### config.mk
export PLATFORM = sky130hd
export DESIGN_NAME = systolic_array_load_sequencer
export DESIGN_NICKNAME = d
export VERILOG_FILES = /design/src/rtl/systolic_array_pkg.sv /design/src/rtl/systolic_array_job_tracker.sv /design/src/rtl/systolic_array_load_sequencer.sv
export SDC_FILE = /design/constraint.sdc
export NUM_CORES = 1
export LEC_CHECK = 0
export CAP_MARGIN = 40
export CORE_MARGIN = 5
export CORE_UTILIZATION = 45
export DETAILED_ROUTE_END_ITERATION = 10
export PLACE_DENSITY = 0.74
export SETUP_SLACK_MARGIN = 0.02
export SLEW_MARGIN = 0
export SYNTH_ARGS = -nofsm -noshare
export SYNTH_HDL_FRONTEND = slang
export SYNTH_SLANG_ARGS = --single-unit
### constraint.sdc
create_clock -name clk -period 6.15 [get_ports clk]
set_input_delay 0.615 -clock clk [delete_from_list [all_inputs] [get_ports clk]]
set_output_delay 0.615 -clock clk [all_outputs]
set_load 0.05 [all_outputs]
### src/rtl/systolic_array_pkg.sv
// rtl/systolic_array_pkg.sv - shared defaults, FSM state codes and read-tag codes
package systolic_array_pkg;

   localparam int N_DEF       = 4;
   localparam int DW_DEF      = 16;
   localparam int AW_DEF      = 10;
   localparam int MAX_OUT_DEF = 4;

   typedef logic [2:0] state_t;
   localparam state_t ST_IDLE       = 3'd0;
   localparam state_t ST_WAIT_DRAIN = 3'd1;
   localparam state_t ST_WAIT_SPACE = 3'd2;
   localparam state_t ST_LOAD_W     = 3'd3;
   localparam state_t ST_LOAD_IP    = 3'd4;

   // Tag carried alongside each scratchpad read so the returning row can be routed.
   typedef logic [1:0] rd_kind_t;
   localparam rd_kind_t RD_NONE = 2'd0;
   localparam rd_kind_t RD_W    = 2'd1;
   localparam rd_kind_t RD_I    = 2'd2;
   localparam rd_kind_t RD_P    = 2'd3;

endpackage

### src/rtl/systolic_array_job_tracker.sv
// rtl/systolic_array_job_tracker.sv - outstanding-job counter and job_done pulse
module systolic_array_job_tracker
   import systolic_array_pkg::*;
#(
   parameter int N       = N_DEF,
   parameter int MAX_OUT = MAX_OUT_DEF
)(
   input  logic                         clk,
   input  logic                         nRST,
   input  logic                         accept,
   input  logic                         out_en,
   input  logic [$clog2(N)-1:0]         row_out,
   output logic [$clog2(MAX_OUT+1)-1:0] outstanding,
   output logic                         job_done
);

   localparam int RW = $clog2(N);
   localparam int OW = $clog2(MAX_OUT + 1);

   logic dec;

   // A completion with nothing outstanding is ignored so the count cannot wrap.
   assign dec = out_en && (row_out == RW'(N - 1)) && (outstanding != '0);

   always_ff @(posedge clk or negedge nRST) begin
      if (!nRST) begin
         outstanding <= '0;
         job_done    <= 1'b0;
      end else begin
         job_done <= dec;
         if (accept && !dec)
            outstanding <= outstanding + OW'(1);
         else if (dec && !accept)
            outstanding <= outstanding - OW'(1);
      end
   end

endmodule

### src/rtl/systolic_array_load_sequencer.sv
// rtl/systolic_array_load_sequencer.sv - sequences scratchpad reads into systolic-array weight/input/partial loads
module systolic_array_load_sequencer
   import systolic_array_pkg::*;
#(
   parameter int N       = N_DEF,
   parameter int DW      = DW_DEF,
   parameter int AW      = AW_DEF,
   parameter int MAX_OUT = MAX_OUT_DEF
)(
   input  logic                 clk,
   input  logic                 nRST,
   input  logic                 job_valid,
   output logic                 job_ready,
   input  logic                 job_wload,
   input  logic [AW-1:0]        job_base,
   output logic                 sp_ren,
   output logic [AW-1:0]        sp_addr,
   input  logic [N*DW-1:0]      sp_rdata,
   output logic                 weight_en,
   output logic                 input_en,
   output logic                 partial_en,
   output logic [$clog2(N)-1:0] row_in_en,
   output logic [$clog2(N)-1:0] row_ps_en,
   output logic [N*DW-1:0]      array_in,
   output logic [N*DW-1:0]      array_in_partials,
   input  logic                 drained,
   input  logic                 fifo_has_space,
   input  logic                 out_en,
   input  logic [$clog2(N)-1:0] row_out,
   output logic                 busy,
   output logic                 job_done
);

   localparam int RW = $clog2(N);
   localparam int CW = $clog2(N + 1);
   localparam int OW = $clog2(MAX_OUT + 1);

   state_t           state;
   logic [CW-1:0]    cnt;
   logic             ph;
   logic [AW-1:0]    base_q;
   logic             rdy_ok;
   rd_kind_t         kind0;
   rd_kind_t         kind1;
   logic [RW-1:0]    row0;
   logic [RW-1:0]    row1;
   logic [N*DW-1:0]  in_buf;
   logic [OW-1:0]    outstanding;
   logic             accept;
   logic             last_strobe;

   assign job_ready   = rdy_ok && (state == ST_IDLE) && (outstanding < OW'(MAX_OUT));
   assign accept      = job_valid && job_ready;
   assign busy        = (state != ST_IDLE) || (outstanding != '0);
   assign last_strobe = input_en && (row_in_en == RW'(N - 1));

   // Read issue: sp_ren/sp_addr and the routing tag are registered together.
   always_ff @(posedge clk or negedge nRST) begin
      if (!nRST) begin
         state   <= ST_IDLE;
         cnt     <= '0;
         ph      <= 1'b0;
         base_q  <= '0;
         rdy_ok  <= 1'b0;
         sp_ren  <= 1'b0;
         sp_addr <= '0;
         kind0   <= RD_NONE;
         row0    <= '0;
      end else begin
         rdy_ok  <= 1'b1;
         sp_ren  <= 1'b0;
         sp_addr <= '0;
         kind0   <= RD_NONE;
         row0    <= '0;
         case (state)
            ST_IDLE: begin
               if (accept) begin
                  base_q <= job_base;
                  state  <= job_wload ? ST_WAIT_DRAIN : ST_WAIT_SPACE;
               end
            end
            ST_WAIT_DRAIN: begin
               if (drained) begin
                  state <= ST_LOAD_W;
                  cnt   <= '0;
               end
            end
            ST_WAIT_SPACE: begin
               if (fifo_has_space) begin
                  state <= ST_LOAD_IP;
                  cnt   <= '0;
                  ph    <= 1'b0;
               end
            end
            ST_LOAD_W: begin
               sp_ren  <= 1'b1;
               sp_addr <= base_q + AW'(cnt);
               kind0   <= RD_W;
               row0    <= RW'(cnt);
               if (cnt == CW'(N - 1)) begin
                  state <= ST_LOAD_IP;
                  cnt   <= '0;
                  ph    <= 1'b0;
               end else begin
                  cnt <= cnt + CW'(1);
               end
            end
            ST_LOAD_IP: begin
               // Input then partial for each row on back-to-back cycles.
               if (cnt != CW'(N)) begin
                  sp_ren <= 1'b1;
                  row0   <= RW'(cnt);
                  ph     <= ~ph;
                  if (!ph) begin
                     sp_addr <= base_q + AW'(N) + AW'(cnt);
                     kind0   <= RD_I;
                  end else begin
                     sp_addr <= base_q + AW'(2 * N) + AW'(cnt);
                     kind0   <= RD_P;
                     cnt     <= cnt + CW'(1);
                  end
               end
               if (last_strobe)
                  state <= ST_IDLE;
            end
            default: state <= ST_IDLE;
         endcase
      end
   end

   // Returned data is valid one cycle after sp_ren; strobes register it a cycle later.
   always_ff @(posedge clk or negedge nRST) begin
      if (!nRST) begin
         kind1             <= RD_NONE;
         row1              <= '0;
         in_buf            <= '0;
         weight_en         <= 1'b0;
         input_en          <= 1'b0;
         partial_en        <= 1'b0;
         row_in_en         <= '0;
         row_ps_en         <= '0;
         array_in          <= '0;
         array_in_partials <= '0;
      end else begin
         kind1             <= kind0;
         row1              <= row0;
         weight_en         <= 1'b0;
         input_en          <= 1'b0;
         partial_en        <= 1'b0;
         row_in_en         <= '0;
         row_ps_en         <= '0;
         array_in          <= '0;
         array_in_partials <= '0;
         case (kind1)
            RD_W: begin
               weight_en <= 1'b1;
               row_in_en <= row1;
               array_in  <= sp_rdata;
            end
            RD_I: in_buf <= sp_rdata;
            RD_P: begin
               input_en          <= 1'b1;
               partial_en        <= 1'b1;
               row_in_en         <= row1;
               row_ps_en         <= row1;
               array_in          <= in_buf;
               array_in_partials <= sp_rdata;
            end
            default: ;
         endcase
      end
   end

   systolic_array_job_tracker #(
      .N       (N),
      .MAX_OUT (MAX_OUT)
   ) u_tracker (
      .clk         (clk),
      .nRST        (nRST),
      .accept      (accept),
      .out_en      (out_en),
      .row_out     (row_out),
      .outstanding (outstanding),
      .job_done    (job_done)
   );

endmodule

-- Word level (Yosys, flattened, before mapping)
Index checks and enable logic that the tools add are counted.
W data, S select, Z words.
- register bits after elaboration: 239
- input bits: 83
- output and inout bits: 149
- logic and storage cells: 105
- add/subtract/negate cells: 8
- magnitude comparators: 1
- equal/unequal tests: 18
- multiplexer cells: 35
- bitwise gates (word level): 1
- reductions and logical operators: 22
- operator list (cell ; number):
    $pmux W64 S2 ; 1
    $mux W64 ; 1
    $mux W3 ; 12
    $add A10 B3 Y10 ; 3
    $mux W10 ; 2
    $pmux W10 S2 ; 1
    $pmux W3 S5 ; 1
    $ne A2 B2 Y1 const B ; 6
    $pmux W3 S4 ; 1
    $add A10 B3 Y10 const B ; 1
    $add A10 B4 Y10 const B ; 1
    $mux W2 ; 5
    $reduce_and A5 Y1 ; 2
    $eq A3 B2 Y1 const B ; 3
    $reduce_bool A3 Y1 ; 3
    $eq A2 B2 Y1 const B ; 4
    $logic_and A1 B1 Y1 ; 8
    $pmux W2 S2 ; 2
    $mux W1 ; 7
    $add A3 B1 Y3 const B ; 2
    $reduce_and A4 Y1 ; 1
    $reduce_bool A4 Y1 ; 1
    $eq A3 B1 Y1 const B ; 1
    $eq A3 B3 Y1 const B ; 1
    other kinds (14) ; 15

-- Logic depth before layout (Yosys ltp)
Gate-level depths: netlist (run 1).
- depth after elaboration: 8
- mapped depth: 12

-- Cells and area by module
Synthesis (run 1) repeated with hierarchy kept, for this count alone.
- cell total of the unflattened synthesis: 699
- area total of the unflattened synthesis: 9559.2 um^2
- modules (own cells, without submodules) (module ; times used ; cells each ; area an instance (um^2) ; seq. area each (um^2)):
    systolic_array_load_sequencer ; 1 ; 684 ; 9359.0 ; 5880.6
    systolic_array_job_tracker ; 1 ; 15 ; 200.2 ; 100.1

-- Worst setup path before layout (run 1)
Ideal clock, no wire load.
- path type: register to register
- from: reg state[0]
- to: reg u_tracker.outstanding[2]
- arrival time: 2.704 ns
- data required time: 6.070 ns
- path slack: 3.366 ns
- stages on the path, launching flop included: 13
- period minus slack after synthesis: 2.784 ns
- cell sequence: dfrtp_1 > buf_6 > or3_4 > nor3b_4 > nand2_2 > buf_6 > inv_1 > ha_1 > inv_1 > fa_1 > xor2_1 > nor2_1 > xnor2_1
- word-level cells in the longest chain between the ends: 7
- elaborated cells between the ends (all ways): 9
- those cells by class: mux (1); reduce/logical (8)
- RTL lines (item ; line ; text):
    start: declaration ; systolic_array_load_sequencer.sv:38 ; state_t state;
    start signal: assignment ; systolic_array_load_sequencer.sv:79 ; state <= job_wload ? ST_WAIT_DRAIN : ST_WAIT_SPACE;
    $logic_not A3 Y1 (*) ; systolic_array_load_sequencer.sv:52 ; assign job_ready = rdy_ok && (state == ST_IDLE) && (outstanding < OW'(MAX_OUT));
    $logic_and A1 B1 Y1 (*) (2 in a row) ; systolic_array_load_sequencer.sv:52 ;
    via job_ready ; systolic_array_load_sequencer.sv:13 ; output logic job_ready,
    $logic_and A1 B1 Y1 (*) ; systolic_array_load_sequencer.sv:53 ; assign accept = job_valid && job_ready;
    $logic_not A1 Y1 ; systolic_array_job_tracker.sv:33 ; else if (dec && !accept)
    $logic_and A1 B1 Y1 ; systolic_array_job_tracker.sv:33 ;
    $reduce_bool A2 Y1 (no line) ; - ;
    end signal: assignment ; systolic_array_job_tracker.sv:32 ; outstanding <= outstanding + OW'(1);
    end signal: assignment ; systolic_array_job_tracker.sv:34 ; outstanding <= outstanding - OW'(1);
    end: declaration ; systolic_array_job_tracker.sv:13 ; output logic [$clog2(MAX_OUT+1)-1:0] outstanding,
The timed path passes the listed nets; every way through them passes the cells marked *.
A chain may end at the register's enable or synchronous reset.

-- Worst setup path in the final report (run 1)
- from: reg state[1]
- to: out job_ready
- word-level cells in the longest chain between the ends: 3
- RTL lines (item ; line):
    $logic_not A3 Y1 ; systolic_array_load_sequencer.sv:52
    $logic_and A1 B1 Y1 (2 in a row) ; systolic_array_load_sequencer.sv:52
    end: declaration ; systolic_array_load_sequencer.sv:13
Every way passes these cells.

==> reports/qor.csv, run 1 <==
stage,metric,value,unit
clock_tree,clock buffer count from CTS,26,
global_routing,initial antenna violation count,0,
route,Antenna Nets Post-Route,0,
synth,netlist area before placement,9600,sq um
synth,Post-Syn Area per Cell,11.48,sq um
synth,count of mapped cells out of synthesis,836,
synth,fraction of synthesized cell area taken by the top area cell type,62.30,%
placement,RePlAce Congestion,0.8081,
synth,count of cell types in the netlist,52,
finish,utilization after layout,62.11,%
finish,multi-input gate area in the final layout,3334,sq um
setup_path,worst path cell trace,or3_4 > nor3b_4 > clkdlybuf4s50_1,
finish,"most common cell after layout, fill and taps aside",sky130_fd_sc_hd__dfrtp_1,
pwr,total power density per cell area,458.8,nW/um^2
pwr,static leakage,6.286,nW
setup_path,crit start category,flip-flop,
floorplanning,number of top-level pins,232,
clock_tree,source-to-sink clock delay at the later pin of the worst-skew pair,0.51,ns
global_routing,wire length of the first global-routing pass,35770,microns
hold_path,class of the most critical hold timing path,primary input to asynchronous set/reset pin,
clock_tree,Clock Sink Count,239,
synth,main area contributors after synthesis,"sky130_fd_sc_hd__dfrtp_1, sky130_fd_sc_hd__nand2_1, sky130_fd_sc_hd__mux2i_1",
synth,Yosys top cell by area,sky130_fd_sc_hd__dfrtp_1,
route,DRT Wirelength,22390,microns
sta,max-slew violation count,0,
synth,share of synthesized area occupied by flip-flops and latches,62.30,%
placement,Detail Placement HPWL,15120,microns
clock_tree,TritonCTS clock tree,done,
sta,worst clock skew,0.008778,ns
sta,final sum of negative setup slack,0,ns
route,drt initial violations,360,
clock_tree,htree depth,1,
finish,Fillers,1633,
sta,final setup violation count,0,
sta,endpoints failing hold,0,
global_routing,largest net degree at the start of global routing,152,
setup_path,CP Data Required Time,5.53,ns
route,TritonRoute pass-1 iters,6,
floorplanning,die height,156.1,microns
setup_path,minimum setup slack among reg-to-reg paths,3.53,ns
finish,antenna diode count,0,
finish,"leading cell types in the layout, fill and taps excluded","sky130_fd_sc_hd__dfrtp_1, sky130_fd_sc_hd__clkdlybuf4s50_1, sky130_fd_sc_hd__nand2_1",
floorplanning,Starting Density,45.67,%
setup_path,data arrival time at the worst-slack endpoint,2.52,ns
job,max-cap violation count,0,
clock_tree,clock-pin slew of the registers on the worst-case setup and hold paths,0.06,ns
route,Via Count,6584,
setup_path,class of the most critical setup path,flip-flop to output pin,
sta,measured slew at the worst slew-check pin,0.7932,ns
clock_tree,maximum root-to-sink buffer count,3,
sta,share of the clock period used by the worst path after layout,51.05,%
placement,I/O Buffers,231,
sta,unrepaired setup endpoints after global routing,no,
finish,layout overhead on the synthesized area,36.00,%
finish,layout cells sized above 1,7.383,%
route,via-per-instance ratio,4.895,
finish,sequential cell area in the final layout,5986,sq um
clock_tree,hold-fix buffers at CTS,0,
global_routing,remaining global-route overflow,0,
setup_path,crit path capture type,output pin,
finish,Final nets,1152,
clock_tree,Root Driver,sky130_fd_sc_hd__clkbuf_16,
pwr,Worst VDD drop,0.3220,mV
clock_tree,# Post-CTS Setup Buffers,0,
outcome,outcome,"finished, final reports clean",
floorplanning,width of the die,156.1,microns
setup_path,Worst path slowest cell,sky130_fd_sc_hd__clkdlybuf4s50_1,
floorplanning,Row Count,53,
setup_path,highest fanout seen on the critical path,12,
sta,final worst path period need,3.140,ns
pwr,total power of the final layout,0.005990,W
floorplanning,area inside the core boundary,21020,sq um
route,number of remaining DRC errors,0,
synth,Post-Syn Nets,936,
global_routing,vias in the first global route,6583,
clock_tree,cts repair resizes,0,
sta,worst rel slew slack,47.12,%
route,wire length per cell,16.65,microns
synth,Synth Warn #,0,
setup_path,slowest cell delay on critical path,0.84,ns
sta,highest clock frequency the design can meet,318.5,MHz
synth,number of storage elements in the synthesis netlist,239,
global_routing,GRT Total Usage,18.16,%
floorplanning,Die ar.,24350,sq um
## registers in the layout, summed over array words and instances (netlist names)
signal,cells
row1,2
state,3
in_buf,64
cnt,3
weight_en,1
u_tracker.outstanding,3
row_ps_en,2
row_in_en,2
sp_ren,1
base_q,10
sp_addr,10
ph,1
kind0,2
rdy_ok,1
u_tracker.job_done,1
partial_en,1
kind1,2
row0,2
array_in_partials,64
array_in,64
## through the flow
stage	std cells	hold WS [ns]	instance area (sq um)	worst slack (ns)
global route	1345	0.1451	13060	2.931
global placement	1297	0.3321	12100	3.548
CTS	1345	0.1284	13060	2.974
detailed placement	1299	0.3363	12160	3.494
floorplan	836	0.3194	9600	3.366
finish	1345	0.08855	13060	3.010
## synth_stat cells (all sizes together)
master  instances
and2            3
and3b           2
a31oi           6
a211o           1
nor2b          68
or3             2
fa              4
conb            1
a21bo           1
a22o            1
a21oi          15
xor2            2
mux2           12
o21a            1
nand2         202
a21boi          1
a22oi           2
buf            16
inv            18
o22ai           4
or2             1
a31o            1
nand2b          5
nor3b           3
and3           70
dfrtp         239
xnor2           3
o21ai          13
clkinv          1
o32ai           1
clkbuf         34
or3b            3
nor2           12
nor4            1
ha             13
mux2i          67
a21o            1
nor3            2
nand3b          1
nand3           3
## cell families (layout without fill, tap and decap cells)
group | after synthesis | in the layout | share of synthesized area [%]
AND/OR/NAND/NOR | 378 | 378 | 19.67
flip-flops | 239 | 239 | 62.30
AO/OA/AOI/OAI | 48 | 48 | 3.193
buffers and inverters | 69 | 303 | 3.076
multiplexers | 79 | 79 | 8.745
other | 1 | 1 | 0.03906
adder cells (fa/ha/maj) | 17 | 17 | 2.528
XOR/XNOR | 5 | 5 | 0.4562
## worst max-delay path, delay by kind of cell (launching register included)
family | cells | cell delay (ns)
DFF | 1 | 0.51
and+or+nand+nor | 2 | 0.67
buffers and inverters | 1 | 0.84
## layout make-up
cell class / instances / share of cell area [%]
multi-input cells: 528 / 25.54
flip-flops and latches: 239 / 45.85
inverters: 19 / 0.5558
repair buffers: 238 / 18.55
clock inverters: 9 / 0.9487
well taps: 275 / 2.635
clock buffers: 37 / 5.922
## routing by layer
layer	GRT usage (%)	vias to the layer above	wire, microns
met5	0	-	0
met3	4.688	34	1769
li1	-	3157	-
met4	4.419	0	422
met1	24.73	3198	9661
met2	29.40	195	10540
## path summary, 6_finish.rpt
| check | from | cells after the start | end |
|---|---|---|---|
| min in group clk | row0[1] | 0 | row1[1] |
| worst min register to register | row0[1] | 0 | row1[1] |
| worst min-delay path | nRST | 1 | array_in_partials[33] |
| max in group asynchronous | nRST | 2 | array_in_partials[1] |
| worst max-delay path | state[1] | 3 | job_ready |
| worst max register to register | state[1] | 10 | u_tracker.outstanding[2] |
## report_power, final
part	internal [W]	switching [W]
combinational	0.000813	0.00129
clock	0.000995	0.000598
sequential	0.00201	0.000284
No activity file was read; power rests on OpenSTA's default activity.
==> run 2, diff against run 1 <==
Settings changed: PLACE_DENSITY 0.74 to 0.77.
Clock period 6.15 ns to 2.7 ns, I/O delays scaled along.
==> reports/qor.csv, run 2 (synthesis gave the netlist of run 1 again) <==
stage,metric,value,unit,change
placement,RePlAce Congestion,0.7895,,was 0.8081
clock_tree,clock-pin slew of the registers on the worst-case setup and hold paths,0.06,ns,about the same
route,wire length per cell,17.04,microns,was 16.65 microns
sta,final setup violation count,0,,unchanged
clock_tree,Clock Sink Count,239,,unchanged
clock_tree,TritonCTS clock tree,done,,unchanged
floorplanning,Die ar.,24350,sq um,unchanged
setup_path,slowest cell delay on critical path,0.71,ns,was 0.84 ns
route,Antenna Nets Post-Route,0,,unchanged
setup_path,worst path cell trace,or3_4 > nand2b_1 > clkdlybuf4s50_1,,was or3_4 > nor3b_4 > clkdlybuf4s50_1
sta,share of the clock period used by the worst path after layout,93.00,%,
setup_path,Crit. path cell count,3,,unchanged
finish,Fillers,1558,,was 1633
pwr,Worst VDD drop,0.7206,mV,was 0.3220 mV
setup_path,Worst path slowest cell,sky130_fd_sc_hd__clkdlybuf4s50_1,,unchanged
floorplanning,Row Count,53,,unchanged
finish,multi-input gate area in the final layout,3349,sq um,was 3334 sq um
finish,layout cells sized above 1,8.788,%,was 7.383%
setup_path,crit start category,flip-flop,,unchanged
outcome,outcome,"finished, final reports clean",,unchanged
global_routing,GRT Total Usage,18.75,%,was 18.16%
sta,worst rel slew slack,58.04,%,was 47.12%
route,TritonRoute pass-1 iters,7,,was 6
setup_path,CP top delay family,buffers and inverters,,unchanged
sta,highest clock frequency the design can meet,398.2,MHz,
finish,antenna diode count,0,,unchanged
clock_tree,htree depth,1,,unchanged
global_routing,vias in the first global route,6847,,was 6583
floorplanning,area inside the core boundary,21020,sq um,unchanged
finish,utilization after layout,62.93,%,was 62.11%
placement,Detail Placement HPWL,15650,microns,was 15120 microns
hold_path,class of the most critical hold timing path,primary input to asynchronous set/reset pin,,unchanged
sta,measured slew at the worst slew-check pin,0.6293,ns,was 0.7932 ns
setup_path,highest fanout seen on the critical path,8,,was 12
route,routed wl met2,11310,microns,was 10540 microns
clock_tree,# Post-CTS Setup Buffers,0,,unchanged
route,drt initial violations,359,,was 360
sta,max-slew violation count,0,,unchanged
sta,worst clock skew,0.009259,ns,was 0.008778 ns
global_routing,initial antenna violation count,0,,unchanged
finish,sequential cell area in the final layout,5988,sq um,was 5986 sq um
pwr,total power density per cell area,1057,nW/um^2,was 458.8 nW/um^2
global_routing,remaining global-route overflow,0,,unchanged
route,via-per-instance ratio,4.940,,was 4.895
route,uppermost routed layer,met4,,unchanged
pwr,total power of the final layout,0.01398,W,was 0.005990 W
route,Via Count,6699,,was 6584
finish,Final Instance Count excl. Fillers,1356,,was 1345
route,number of remaining DRC errors,0,,unchanged
clock_tree,source-to-sink clock delay at the later pin of the worst-skew pair,0.51,ns,about the same
floorplanning,width of the die,156.1,microns,unchanged
setup_path,worst reg-to-reg path cell count,9,,was 10
floorplanning,Starting Density,45.67,%,unchanged
clock_tree,Root Driver,sky130_fd_sc_hd__clkbuf_16,,unchanged
sta,unrepaired setup endpoints after global routing,no,,unchanged
finish,Final nets,1161,,was 1152
placement,I/O Buffers,231,,unchanged
floorplanning,die height,156.1,microns,unchanged
setup_path,crit path capture type,output pin,,unchanged
finish,layout overhead on the synthesized area,37.79,%,was 36.00%
route,wire length on met1,9481,microns,was 9661 microns
finish,registers with the highest flip-flop counts,"array_in: 64 flops, array_in_partials: 64 flops, in_buf: 64 flops",,unchanged
setup_path,class of the most critical setup path,flip-flop to output pin,,unchanged
global_routing,largest net degree at the start of global routing,82,,was 152
placement,instance count after placement with tap cells included,1307,,was 1299
pwr,static leakage,6.366,nW,was 6.286 nW
job,max-cap violation count,0,,unchanged
floorplanning,number of top-level pins,232,,unchanged
sta,endpoints failing hold,0,,unchanged
clock_tree,maximum root-to-sink buffer count,3,,unchanged
route,DRT Wirelength,23110,microns,was 22390 microns
finish,"leading cell types in the layout, fill and taps excluded","sky130_fd_sc_hd__dfrtp_1, sky130_fd_sc_hd__clkdlybuf4s50_1, sky130_fd_sc_hd__nand2_1",,unchanged
clock_tree,clock buffer count from CTS,26,,unchanged
route,routed wl met3,1758,microns,was 1769 microns
setup_path,data arrival time at the worst-slack endpoint,2.24,ns,was 2.52 ns
finish,"most common cell after layout, fill and taps aside",sky130_fd_sc_hd__dfrtp_1,,unchanged
setup_path,count of buffer and inverter cells on the critical path,1,,unchanged
setup_path,CP Data Required Time,2.43,ns,was 5.53 ns
sta,final worst path period need,2.511,ns,
global_routing,wire length of the first global-routing pass,36800,microns,was 35770 microns
[run 2: worst paths after layout]
| path | startpoint | to | slack, ns |
|---|---|---|---|
| worst max-delay path | state[2] | busy | 0.19 |
| worst min-delay path | nRST | in_buf[36] | 0.32 |
| worst max register to register | cnt[2] | sp_addr[6] | 0.28 |
| worst min register to register | row0[0] | row1[0] | 0.35 |
| max in group asynchronous | nRST | u_tracker.outstanding[1] | 1.54 |
| min in group clk | sp_rdata[33] | in_buf[33] | 0.34 |
[run 2: stage by stage]
| stage | hold WS, ns | setup TNS (ns) | worst slack [ns] | instance area [sq um] |
|---|---|---|---|---|
| 2_1_floorplan | -0.02559 | -0.1142 | -0.05941 | 9622 |
| 3_3_place_gp | 0.2877 | 0 | 0.4866 | 12240 |
| 3_5_place_dp | 0.2887 | 0 | 0.3231 | 12240 |
| 4_1_cts | 0.3186 | 0 | 0.1709 | 13230 |
| 5_1_grt | 0.3382 | 0 | 0.09113 | 13230 |
| 6_report | 0.3205 | 0 | 0.1889 | 13230 |
[run 2: area by class of cell]
cell class / instances / area share, %
Sequential cell: 239 / 45.27
Inverter: 19 / 0.5675
Timing Repair Buffer: 247 / 18.81
Clock buffer: 40 / 6.309
Tap cell: 275 / 2.601
Multi-Input combinational cell: 528 / 25.32
Clock inverter: 8 / 1.126
[run 2: where the power goes]
group          internal (W)  total, W  switching [W]
combinational       0.00187   0.00484        0.00297
sequential          0.00458   0.00526       0.000681
clock               0.00251   0.00388        0.00137
[run 2: what timing repair did]
| item | CTS | global route |
|---|---|---|
| hold buffers | 1 | 0 |
| endpoints found under the setup margin | 1 | 0 |
| endpoints found under the hold margin | 69 | 0 |
| resized for setup | 1 | 0 |
[run 2: metal layers]
metal	global-route usage (%)	up-vias
met5	0	-
met4	5.211	0
met3	4.078	36
met2	32.05	213
met1	24.28	3276
li1	-	3174
